## src/rtl/gyro_angle_integrator_if.sv

```systemverilog
// Sample/angle bus between the gyro front end, the integrator and the camera stage.
interface gyro_angle_integrator_if;
  logic               valid_in;
  logic signed [15:0] gx;
  logic signed [15:0] gy;
  logic signed [15:0] gz;
  logic               recal_in;
  logic        [8:0]  pitch;
  logic        [8:0]  roll;
  logic        [8:0]  yaw;
  logic               valid_out;
  logic               cal_done;

  modport master (
    output valid_in, gx, gy, gz, recal_in,
    input  pitch, roll, yaw, valid_out, cal_done
  );

  modport slave (
    input  valid_in, gx, gy, gz, recal_in,
    output pitch, roll, yaw, valid_out, cal_done
  );
endinterface

```

## src/rtl/gyro_angle_integrator.sv

```systemverilog
// Gyro rate integrator: startup bias calibration, deadband, saturation and
// wrap-around angle accumulation for pitch/roll/yaw (one lane per axis).

// One axis: bias sum/capture, stage-1 correction, stage-2 wrapped accumulator.
module gyro_axis_lane #(
  parameter int CAL_LOG2  = 4,
  parameter int DEADBAND  = 16,
  parameter int FRAC_BITS = 8
) (
  input  logic               clk_in,
  input  logic               rst_in,
  input  logic               i_clr,       // entering CAL (reset or recal)
  input  logic               i_cal_acc,   // sample accepted while in CAL
  input  logic               i_cal_last,  // final calibration sample
  input  logic               i_run_acc,   // sample accepted while in RUN
  input  logic               i_s1_vld,    // stage-1 register holds a sample
  input  logic signed [15:0] i_g,
  output logic        [8:0]  o_angle
);
  localparam int                 SUM_W = 16 + CAL_LOG2;
  localparam logic signed [16:0] DB    = 17'(DEADBAND);
  localparam logic signed [17:0] MOD   = 18'(360 << FRAC_BITS);

  logic signed [SUM_W-1:0] r_sum;
  logic signed [SUM_W-1:0] w_sum_nxt;
  logic signed [15:0]      r_bias;
  logic signed [16:0]      w_corr;
  logic signed [16:0]      w_sat;
  logic signed [16:0]      w_db;
  logic signed [16:0]      r_s1;
  logic        [16:0]      r_acc;
  logic signed [17:0]      w_s;
  logic        [16:0]      w_acc_nxt;

  assign w_sum_nxt = r_sum + $signed({{CAL_LOG2{i_g[15]}}, i_g});

  // Stage-1 combinational path: bias removal, symmetric saturation, deadband.
  always_comb begin
    w_corr = $signed({i_g[15], i_g}) - $signed({r_bias[15], r_bias});
    w_sat  = w_corr;
    if (w_corr > 17'sd32767)       w_sat = 17'sd32767;
    else if (w_corr < -17'sd32767) w_sat = -17'sd32767;
    w_db = w_sat;
    if ((w_sat <= DB) && (w_sat >= -DB)) w_db = '0;
  end

  // Stage-2 combinational path: add and fold back into [0, 360 deg).
  always_comb begin
    w_s = $signed({1'b0, r_acc}) + $signed({r_s1[16], r_s1});
    if (w_s >= MOD)    w_acc_nxt = 17'(w_s - MOD);
    else if (w_s < 0)  w_acc_nxt = 17'(w_s + MOD);
    else               w_acc_nxt = 17'(w_s);
  end

  // Bias survives recal (only reset clears it); replaced at end of calibration.
  always_ff @(posedge clk_in) begin
    if (rst_in)          r_bias <= '0;
    else if (i_cal_last) r_bias <= 16'(w_sum_nxt >>> CAL_LOG2);
  end

  // Calibration sum, stage-1 register and accumulator; all cleared on entry to CAL.
  always_ff @(posedge clk_in) begin
    if (i_clr) begin
      r_sum <= '0;
      r_s1  <= '0;
      r_acc <= '0;
    end else begin
      if (i_cal_acc) r_sum <= w_sum_nxt;
      if (i_run_acc) r_s1  <= w_db;
      if (i_s1_vld)  r_acc <= w_acc_nxt;
    end
  end

  assign o_angle = r_acc[FRAC_BITS +: 9];
endmodule

// Top: calibration FSM, valid pipeline and the three axis lanes.
module gyro_angle_integrator #(
  parameter int CAL_LOG2  = 4,
  parameter int DEADBAND  = 16,
  parameter int FRAC_BITS = 8
) (
  input  logic                    clk_in,
  input  logic                    rst_in,
  gyro_angle_integrator_if.slave  bus
);
  localparam int NUM_LANES = 3;

  typedef enum logic {S_CAL, S_RUN} state_t;

  state_t                         r_state;
  state_t                         w_state_nxt;
  logic [CAL_LOG2-1:0]            r_cnt;
  logic                           w_clr;
  logic                           w_accept;
  logic                           w_cal_acc;
  logic                           w_cal_last;
  logic                           w_run_acc;
  logic [2:1]                     r_vld_pipe;
  logic [NUM_LANES-1:0][15:0]     w_g;
  logic [NUM_LANES-1:0][8:0]      w_ang;

  // Recal beats a coincident sample; nothing is accepted during reset.
  assign w_clr      = rst_in | bus.recal_in;
  assign w_accept   = bus.valid_in & ~w_clr;
  assign w_cal_acc  = w_accept & (r_state == S_CAL);
  assign w_cal_last = w_cal_acc & (&r_cnt);
  assign w_run_acc  = w_accept & (r_state == S_RUN);

  // Next state: leave CAL on the last calibration sample, recal forces CAL.
  always_comb begin
    w_state_nxt = r_state;
    case (r_state)
      S_CAL:   if (w_cal_last) w_state_nxt = S_RUN;
      S_RUN:   w_state_nxt = S_RUN;
      default: w_state_nxt = S_CAL;
    endcase
    if (bus.recal_in) w_state_nxt = S_CAL;
  end

  // State register.
  always_ff @(posedge clk_in) begin
    if (rst_in) r_state <= S_CAL;
    else        r_state <= w_state_nxt;
  end

  // Calibration sample counter; wraps to zero on the last sample.
  always_ff @(posedge clk_in) begin
    if (w_clr)          r_cnt <= '0;
    else if (w_cal_acc) r_cnt <= r_cnt + 1'b1;
  end

  // Valid shift register: [1] = stage-1 holds data, [2] = angles just updated.
  always_ff @(posedge clk_in) begin
    if (w_clr) r_vld_pipe <= '0;
    else       r_vld_pipe <= {r_vld_pipe[1], w_run_acc};
  end

  assign w_g = {bus.gz, bus.gy, bus.gx};

  for (genvar i = 0; i < NUM_LANES; i++) begin : g_lane
    gyro_axis_lane #(
      .CAL_LOG2  (CAL_LOG2),
      .DEADBAND  (DEADBAND),
      .FRAC_BITS (FRAC_BITS)
    ) u_lane (
      .clk_in     (clk_in),
      .rst_in     (rst_in),
      .i_clr      (w_clr),
      .i_cal_acc  (w_cal_acc),
      .i_cal_last (w_cal_last),
      .i_run_acc  (w_run_acc),
      .i_s1_vld   (r_vld_pipe[1]),
      .i_g        (w_g[i]),
      .o_angle    (w_ang[i])
    );
  end

  assign bus.pitch     = w_ang[0];
  assign bus.roll      = w_ang[1];
  assign bus.yaw       = w_ang[2];
  assign bus.valid_out = r_vld_pipe[2];
  assign bus.cal_done  = (r_state == S_RUN);
endmodule

```

## src/flat_wrapper.sv

```systemverilog
// flat-port wrapper written by rule: the top's interface ports become plain ports
module gyro_angle_integrator_flat 
#(
  parameter int CAL_LOG2  = 4,
  parameter int DEADBAND  = 16,
  parameter int FRAC_BITS = 8
)
  (clk_in, rst_in, bus_valid_in, bus_gx, bus_gy, bus_gz, bus_recal_in, bus_pitch, bus_roll, bus_yaw, bus_valid_out, bus_cal_done);
  gyro_angle_integrator_if bus_i ();
  input  logic clk_in;
  input  logic rst_in;
  input wire logic [$bits(bus_i.valid_in)-1:0] bus_valid_in;
  input wire logic [$bits(bus_i.gx)-1:0] bus_gx;
  input wire logic [$bits(bus_i.gy)-1:0] bus_gy;
  input wire logic [$bits(bus_i.gz)-1:0] bus_gz;
  input wire logic [$bits(bus_i.recal_in)-1:0] bus_recal_in;
  output wire logic [$bits(bus_i.pitch)-1:0] bus_pitch;
  output wire logic [$bits(bus_i.roll)-1:0] bus_roll;
  output wire logic [$bits(bus_i.yaw)-1:0] bus_yaw;
  output wire logic [$bits(bus_i.valid_out)-1:0] bus_valid_out;
  output wire logic [$bits(bus_i.cal_done)-1:0] bus_cal_done;
  assign bus_i.valid_in = bus_valid_in;
  assign bus_i.gx = bus_gx;
  assign bus_i.gy = bus_gy;
  assign bus_i.gz = bus_gz;
  assign bus_i.recal_in = bus_recal_in;
  assign bus_pitch = bus_i.pitch;
  assign bus_roll = bus_i.roll;
  assign bus_yaw = bus_i.yaw;
  assign bus_valid_out = bus_i.valid_out;
  assign bus_cal_done = bus_i.cal_done;
  gyro_angle_integrator #(.CAL_LOG2(CAL_LOG2), .DEADBAND(DEADBAND), .FRAC_BITS(FRAC_BITS)) u_core (.clk_in(clk_in), .rst_in(rst_in), .bus(bus_i));
endmodule
```

## config.mk

```make
export PLATFORM = sky130hd
export DESIGN_NAME = gyro_angle_integrator_flat
export DESIGN_NICKNAME = d
export VERILOG_FILES = /design/src/rtl/gyro_angle_integrator_if.sv /design/src/rtl/gyro_angle_integrator.sv /design/src/flat_wrapper.sv
export SDC_FILE = /design/constraint.sdc
export NUM_CORES = 1
export LEC_CHECK = 0
export ABC_AREA = 1
export BUFFER_PORTS_ARGS = -buffer_cell sky130_fd_sc_hd__buf_2
export CAP_MARGIN = 20
export CORE_MARGIN = 2
export CORE_UTILIZATION = 60
export DETAILED_ROUTE_END_ITERATION = 8
export PLACE_DENSITY = 0.78
export SLEW_MARGIN = 15
export SYNTH_ARGS = -nofsm -noshare
export SYNTH_HDL_FRONTEND = slang
export SYNTH_SLANG_ARGS = --single-unit
```

## constraint.sdc

```tcl
create_clock -name clk_in -period 4.73 [get_ports clk_in]
set_clock_uncertainty 0.05 [all_clocks]
set_input_delay 1.1825 -clock clk_in [delete_from_list [all_inputs] [get_ports clk_in]]
set_output_delay 1.1825 -clock clk_in [all_outputs]
set_load 0.05 [all_outputs]
```

# Word level (Yosys, flattened, before mapping)

Index checks and enable logic that the tools add are counted.
Widths: inputs -> output; s select.

Add/subtract/negate cells: 16
Order comparisons: 18
Mux-type cells: 17
Bitwise gates (word level): 7
Reduce and logical (&&, ||, !) cells: 5

Operators by type and width:

| cell                   | number |
|---|---|
| $mux 17                | 15 |
| $add 20x16->20         | 3 |
| $add 18x17->18         | 3 |
| $ge 18x18->1 const B   | 3 |
| $lt 18x1->1 const B    | 3 |
| $add 17x17->17 const B | 3 |
| $ge 17x5->1 const B    | 3 |
| $gt 17x16->1 const B   | 3 |
| $le 17x6->1 const B    | 3 |
| $lt 17x16->1 const B   | 3 |
| $sub 16x16->17         | 3 |
| $sub 17x17->17 const B | 3 |
| $add 4x1->4 const B    | 1 |
| $and 1x1->1            | 4 |
| $reduce_and 4->1       | 1 |
| $logic_and 1x1->1      | 3 |
| $not 1->1              | 2 |
| $pmux 1 s2             | 1 |
| $reduce_or 2->1        | 1 |
| $mux 1                 | 1 |
| $or 1x1->1             | 1 |

Flip-flop bits (word level): 217
Output and inout bits: 29

# Depth between registers and ports, before layout

Depth after elaboration: 7
Gate-level depth with buffers: 26

# Hierarchy

A second synthesis with hierarchy kept.

Cells, all modules: 2811
Area total of the unflattened synthesis: 18112.4 sq um

By module, submodules not included:

| module                                   | times used | cells each | area each (sq um) | seq. area each (sq um) |
|---|---|---|---|---|
| gyro_axis_lane (u_core.g_lane[2].u_lane) | 1          | 929        | 5995.8            | 1401.3 |
| gyro_axis_lane (u_core.g_lane[0].u_lane) | 1          | 930        | 5935.7            | 1401.3 |
| gyro_axis_lane (u_core.g_lane[1].u_lane) | 1          | 913        | 5865.6            | 1401.3 |
| gyro_angle_integrator                    | 1          | 39         | 315.3             | 140.1 |

# Least setup slack after synthesis

Ideal clock, no wire load.

Kind: input-to-reg
Start: in bus_gz[0]
End: reg u_core.g_lane[2].u_lane.r_s1[11]
Library setup time: 0.116 ns
Arrival: 3.653 ns
Required time: 4.564 ns
Path slack: 0.910 ns
Cell stages on the path: 22
Cells stage by stage: inv_1 ha_1 fa_1 nand3b_1 nand2_1 nand2_1 nand2_1 nand3_1 nand2_1 nand2_1 nand3_2 o21ai_4 nor2_4 inv_2 buf_4 nand2_2 nand2_1 nor2_2 nand4_4 buf_6 nand3_1 a21oi_1

Cells in the longest elaborated chain, start to end: 7
Elaborated cells on any way between the ends: 9
Classes of those cells: 1 x add/sub; 4 x order compare; 3 x mux; 1 x reduce/logical

Ends and longest elaborated chain:

| what                                       | line                        | text |
|---|---|---|
| start: declaration                         | flat_wrapper.sv:15          | `input wire logic [$bits(bus_i.gz)-1:0] bus_gz;` |
| $sub 16x16->17 (*)                         | gyro_angle_integrator.sv:39 | `w_corr = $signed({i_g[15], i_g}) - $signed({r_bias[15], r_bias});` |
| $lt 17x16->1                               | gyro_angle_integrator.sv:42 | `else if (w_corr < -17'sd32767) w_sat = -17'sd32767;` |
| $mux 17                                    | gyro_angle_integrator.sv:42 |  |
| $mux 17 (*)                                | gyro_angle_integrator.sv:41 | `if (w_corr > 17'sd32767) w_sat = 17'sd32767;` |
| $le 17x6->1 or $ge 17x5->1 (tied branches) | gyro_angle_integrator.sv:44 | `if ((w_sat <= DB) && (w_sat >= -DB)) w_db = '0;` |
| $logic_and 1x1->1                          | gyro_angle_integrator.sv:44 |  |
| $mux 17 (*)                                | gyro_angle_integrator.sv:44 |  |
| end signal: assignment                     | gyro_angle_integrator.sv:69 | `if (i_run_acc) r_s1 <= w_db;` |
| end: declaration                           | gyro_angle_integrator.sv:30 | `logic signed [16:0] r_s1;` |

Mark *: on every way between the ends. The rest lies on a longest branch, timed or not.
A chain may end at the register's enable or synchronous reset.

# Worst setup path in the final report

Start: in bus_gz[0]
End: reg u_core.g_lane[2].u_lane.r_s1[2]

The elaborated chain is that of the path after synthesis.

==> impl_metrics.py <==
metrics = {
    "status": {
        "status": "complete, no violations",
    },
    "clocking": {
        "post-cts-setup-buffers": 0,
        "h-tree-depth": 1,
        "tritoncts": "done",
        "number_of_gates_resized_after_cts": 0,
        "cts_hold_buf": 0,
        "clk_latency_ns": 0.54,
        "clkSinkCount": 217,
        "cts_buffers": 26,
        "cts.reportedPaths.clkPinSlew_ns": 0.06,
        "clockBufferDepth": 3,
        "root_buffer": "sky130_fd_sc_hd__clkbuf_16",
    },
    "power": {
        "worst_ir_drop_vdd_mv": 0.283,
        "power.static_leakage_nw": 9.99,
        "p_per_area_nw_per_um2": 245,
    },
    "sta": {
        "rsz0062_at_grt": "false",
        "hold_violations": 0,
        "final-max-slew-violation-count": 0,
        "setup_tns_ns": 0,
        "post-route-min-period_ns": 3.91,
        "report.final.setup_viol": 0,
        "tightest_slew_ns": 0.767,
        "timing.max_slew.rel_slack_pct": 48.8,
        "highest_clock_rate_mhz": 256,
        "timing.final.crit_share_pct": 82.6,
    },
    "final_layout": {
        "multi_input_comb_area_um2": 11700,
        "layout.cell_area.non_filler_um2": 19400,
        "ff_latch_area_um2": 4350,
        "layout.nets": 3028,
        "layout.filler_cells": 2779,
        "antenna_fix_cells": 0,
        "drive_gt1_share_pct": 9.25,
        "areaGrowthSynthToFinish_pct": 6.77,
    },
    "grt": {
        "grt.total_usage_pct": 28.1,
        "grt_antenna_before_repair": 0,
        "gr-total-overflow": 0,
        "global_route_wire_length_before_repair_um": 74600,
        "first_global_vias": 15920,
        "grt_max_degree": 68,
    },
    "worst_setup_path": {
        "worstReg2RegStart": "u_core.g_lane[1].u_lane.r_s1[0]",
        "reg2reg_slack_ns": 1.18,
        "slowest_stage": "sky130_fd_sc_hd__nand4_2",
        "timing.critical_path.from_type": "input port",
        "timing.critical_path.to_type": "register",
        "worst_ep_arrival_time_ns": 4.27,
        "critical_path.reg2reg.endpoint": "u_core.g_lane[1].u_lane.r_acc[13]",
        "critical-path-top-cell-by-count": "sky130_fd_sc_hd__nand2_1",
        "path_delay_family": "simple AND/OR/NAND/NOR gates",
        "max_stage_delay_ns": 0.41,
        "worstPathMaxFanout": 18,
        "worst-endpoint-required_ns": 5.10,
        "critical_path_class": "input port to register",
        "ff2ff_path_depth": 22,
        "path_buf_inv": 2,
        "path_cells": "buf_2, inv_1, ha_1, fa_1, nand3b_1, nand2_1, nand2_1, nand2_1, nand2_1, nand4_1, nand2_1, nor2_1, nand3_1, nand2_1, nand2_4, nand2_1, nand2_1, nor2_2, nand4_2, nand3_1, a21oi_1",
    },
    "placement": {
        "postPlaceCellArea_um2": 18600,
        "final_replace_weighted_congestion": 0.949,
        "dp_hpwl_um": 34100,
        "portBuffers": 80,
    },
    "drt": {
        "routed_wl_um": 45100,
        "via_per_inst": 5.46,
        "dr.first_iter.drc_count": 1178,
        "wl_per_cell_um": 14.0,
        "remaining_drc_errors": 0,
        "dr.pass1.iters": 6,
        "final_antenna_net_count": 0,
        "via_count": 17536,
    },
    "min_path": {
        "hold_path_end": "u_core.g_lane[0].u_lane.r_acc[0]",
        "hold_start": "u_core.g_lane[0].u_lane.r_acc[0]",
        "worstHoldPathType": "register to register",
        "timing.hold.worst_path_depth": 2,
    },
    "synthesis": {
        "synth_simple_gate_area_share_pct": 29.7,
        "yosysWarningCount": 0,
        "mappedNetlistNets": 3018,
        "synth_xor_area_share_pct": 5.51,
        "synth_seq_cells": 217,
        "synth_compound_gate_area_share_pct": 17.1,
        "synth_top_family_by_area": "simple AND/OR/NAND/NOR gates",
        "netlist-cell-type-count": 56,
        "syn-mean-instance-area_um2": 6.51,
        "synth_enable_flop_cells": 0,
        "post_synth_inst_count": 2794,
        "synth-main-ff-cell": "sky130_fd_sc_hd__dfxtp_1",
        "post_synth_instance_area_um2": 18200,
        "post_synth_mux_area_share_pct": 0,
        "ys_seq_area_share_pct": 23.9,
        "synth_fa_ha_area_share_pct": 12.2,
        "synth-async-reset-ratio_pct": 0,
    },
    "floorplan": {
        "die-height_um": 178,
        "core_area_um2": 29700,
        "width_of_the_die_um": 178,
        "design.die.area_um2": 31700,
        "num_rows": 63,
        "initial_utilization_pct": 61.2,
        "ios": 81,
    },
    "job": {
        "cap_viol_max_count": 0,
    },
}
[flip-flops by register name, summed over array words and instances, names as in the netlist]
name,cells
u_core.g_lane.u_lane.r_acc,51
u_core.g_lane.u_lane.r_bias,48
u_core.g_lane.u_lane.r_s1,51
u_core.r_vld_pipe,2
u_core.bus.cal_done,1
u_core.r_cnt,4
u_core.g_lane.u_lane.r_sum,60
[cell usage in the layout (no fill, tap or decap), types with 27 or more instances in the layout]
cell / count
sky130_fd_sc_hd__nand2_1: 700
sky130_fd_sc_hd__ha_1: 163
sky130_fd_sc_hd__nand3_1: 195
sky130_fd_sc_hd__nand2_2: 35
sky130_fd_sc_hd__inv_1: 372
sky130_fd_sc_hd__xor2_1: 68
sky130_fd_sc_hd__nand4_1: 27
sky130_fd_sc_hd__clkbuf_16: 27
sky130_fd_sc_hd__xnor2_1: 39
sky130_fd_sc_hd__a21oi_2: 33
sky130_fd_sc_hd__nor2_1: 212
sky130_fd_sc_hd__dfxtp_1: 216
sky130_fd_sc_hd__a21oi_1: 262
sky130_fd_sc_hd__buf_2: 80
sky130_fd_sc_hd__o21ai_0: 150
[worst max path at each step]
stage	depth (start not counted)	from	to
2_1_floorplan	22	bus_gz[0]	u_core.g_lane[2].u_lane.r_s1[11]
5_1_grt	21	bus_gz[0]	u_core.g_lane[2].u_lane.r_s1[8]
3_3_place_gp	21	bus_gz[0]	u_core.g_lane[2].u_lane.r_s1[0]
6_report	21	bus_gz[0]	u_core.g_lane[2].u_lane.r_s1[2]
3_5_place_dp	21	bus_gz[0]	u_core.g_lane[2].u_lane.r_s1[2]
4_1_cts	21	bus_gz[0]	u_core.g_lane[2].u_lane.r_s1[2]
[Yosys cell counts, drive strengths merged, types with 20 or more instances]
cell type  instances  area (um^2)
nand2            739         2890
inv              387         1450
a21oi            295         1600
nor2             222          868
dfxtp            217         4340
nand3            209         1120
o21ai            168          867
ha               163         2040
xor2              70          628
clkbuf            58          278
buf               50          382
xnor2             41          374
nand4             30          215
a31oi             20          125
[area by class of cell]
cell class	instances	area share, %
inverters	388	7.50
clock inverters	8	0.496
well taps	390	2.51
repair buffers	90	2.68
clock buffers	38	3.95
flip-flops and latches	217	22.4
multi-input cells	2081	60.5
[metrics by stage]
step	std cells	hold slack [ns]	power, mW	utilization [%]	worst slack (ns)
floorplan	2794	0.373	2.58	-	0.910
global placement	3165	0.402	2.75	62.4	0.420
detailed placement	3166	0.411	2.76	62.5	0.321
CTS	3212	0.419	4.78	65.4	0.880
global route	3212	0.439	4.97	65.4	0.524
finish	3212	0.415	4.76	65.4	0.822
[report_power, final]
group / internal [mW] / total, mW / switching [mW]
registers: 1.86 / 1.87 / 0.0156
logic: 0.281 / 0.866 / 0.585
clock network: 1.23 / 2.02 / 0.792
total: 3.36 / 4.76 / 1.39
[cells by family after synthesis]
group | after synthesis
AND/OR/NAND/NOR | 1248
AO/OA/AOI/OAI | 550
adder cells (fa/ha/maj) | 172
buffers and inverters | 496
XOR/XNOR | 111
flip-flops | 217
[worst reg2reg max path: cells and delay by family, from the launching register on]
family / cells / cell delay [ns]
AOI/OAI and AO/OA: 7 / 1.19
adders and majority gates: 3 / 0.84
buffers and inverters: 5 / 0.37
DFF: 1 / 0.34
and+or+nand+nor: 7 / 0.66
[metal layers]
layer | wire (um) | share of wire (%) | vias up | track usage, %
li1 | - | - | 9126 | -
met1 | 21800 | 48 | 7906 | 39.0
met2 | 20000 | 44 | 437 | 46.5
met3 | 2300 | 5.1 | 67 | 2.92
met4 | 964 | 2.1 | 0 | 7.04
met5 | 0 | 0 | - | 0
Power figures use the tool's default switching activity.
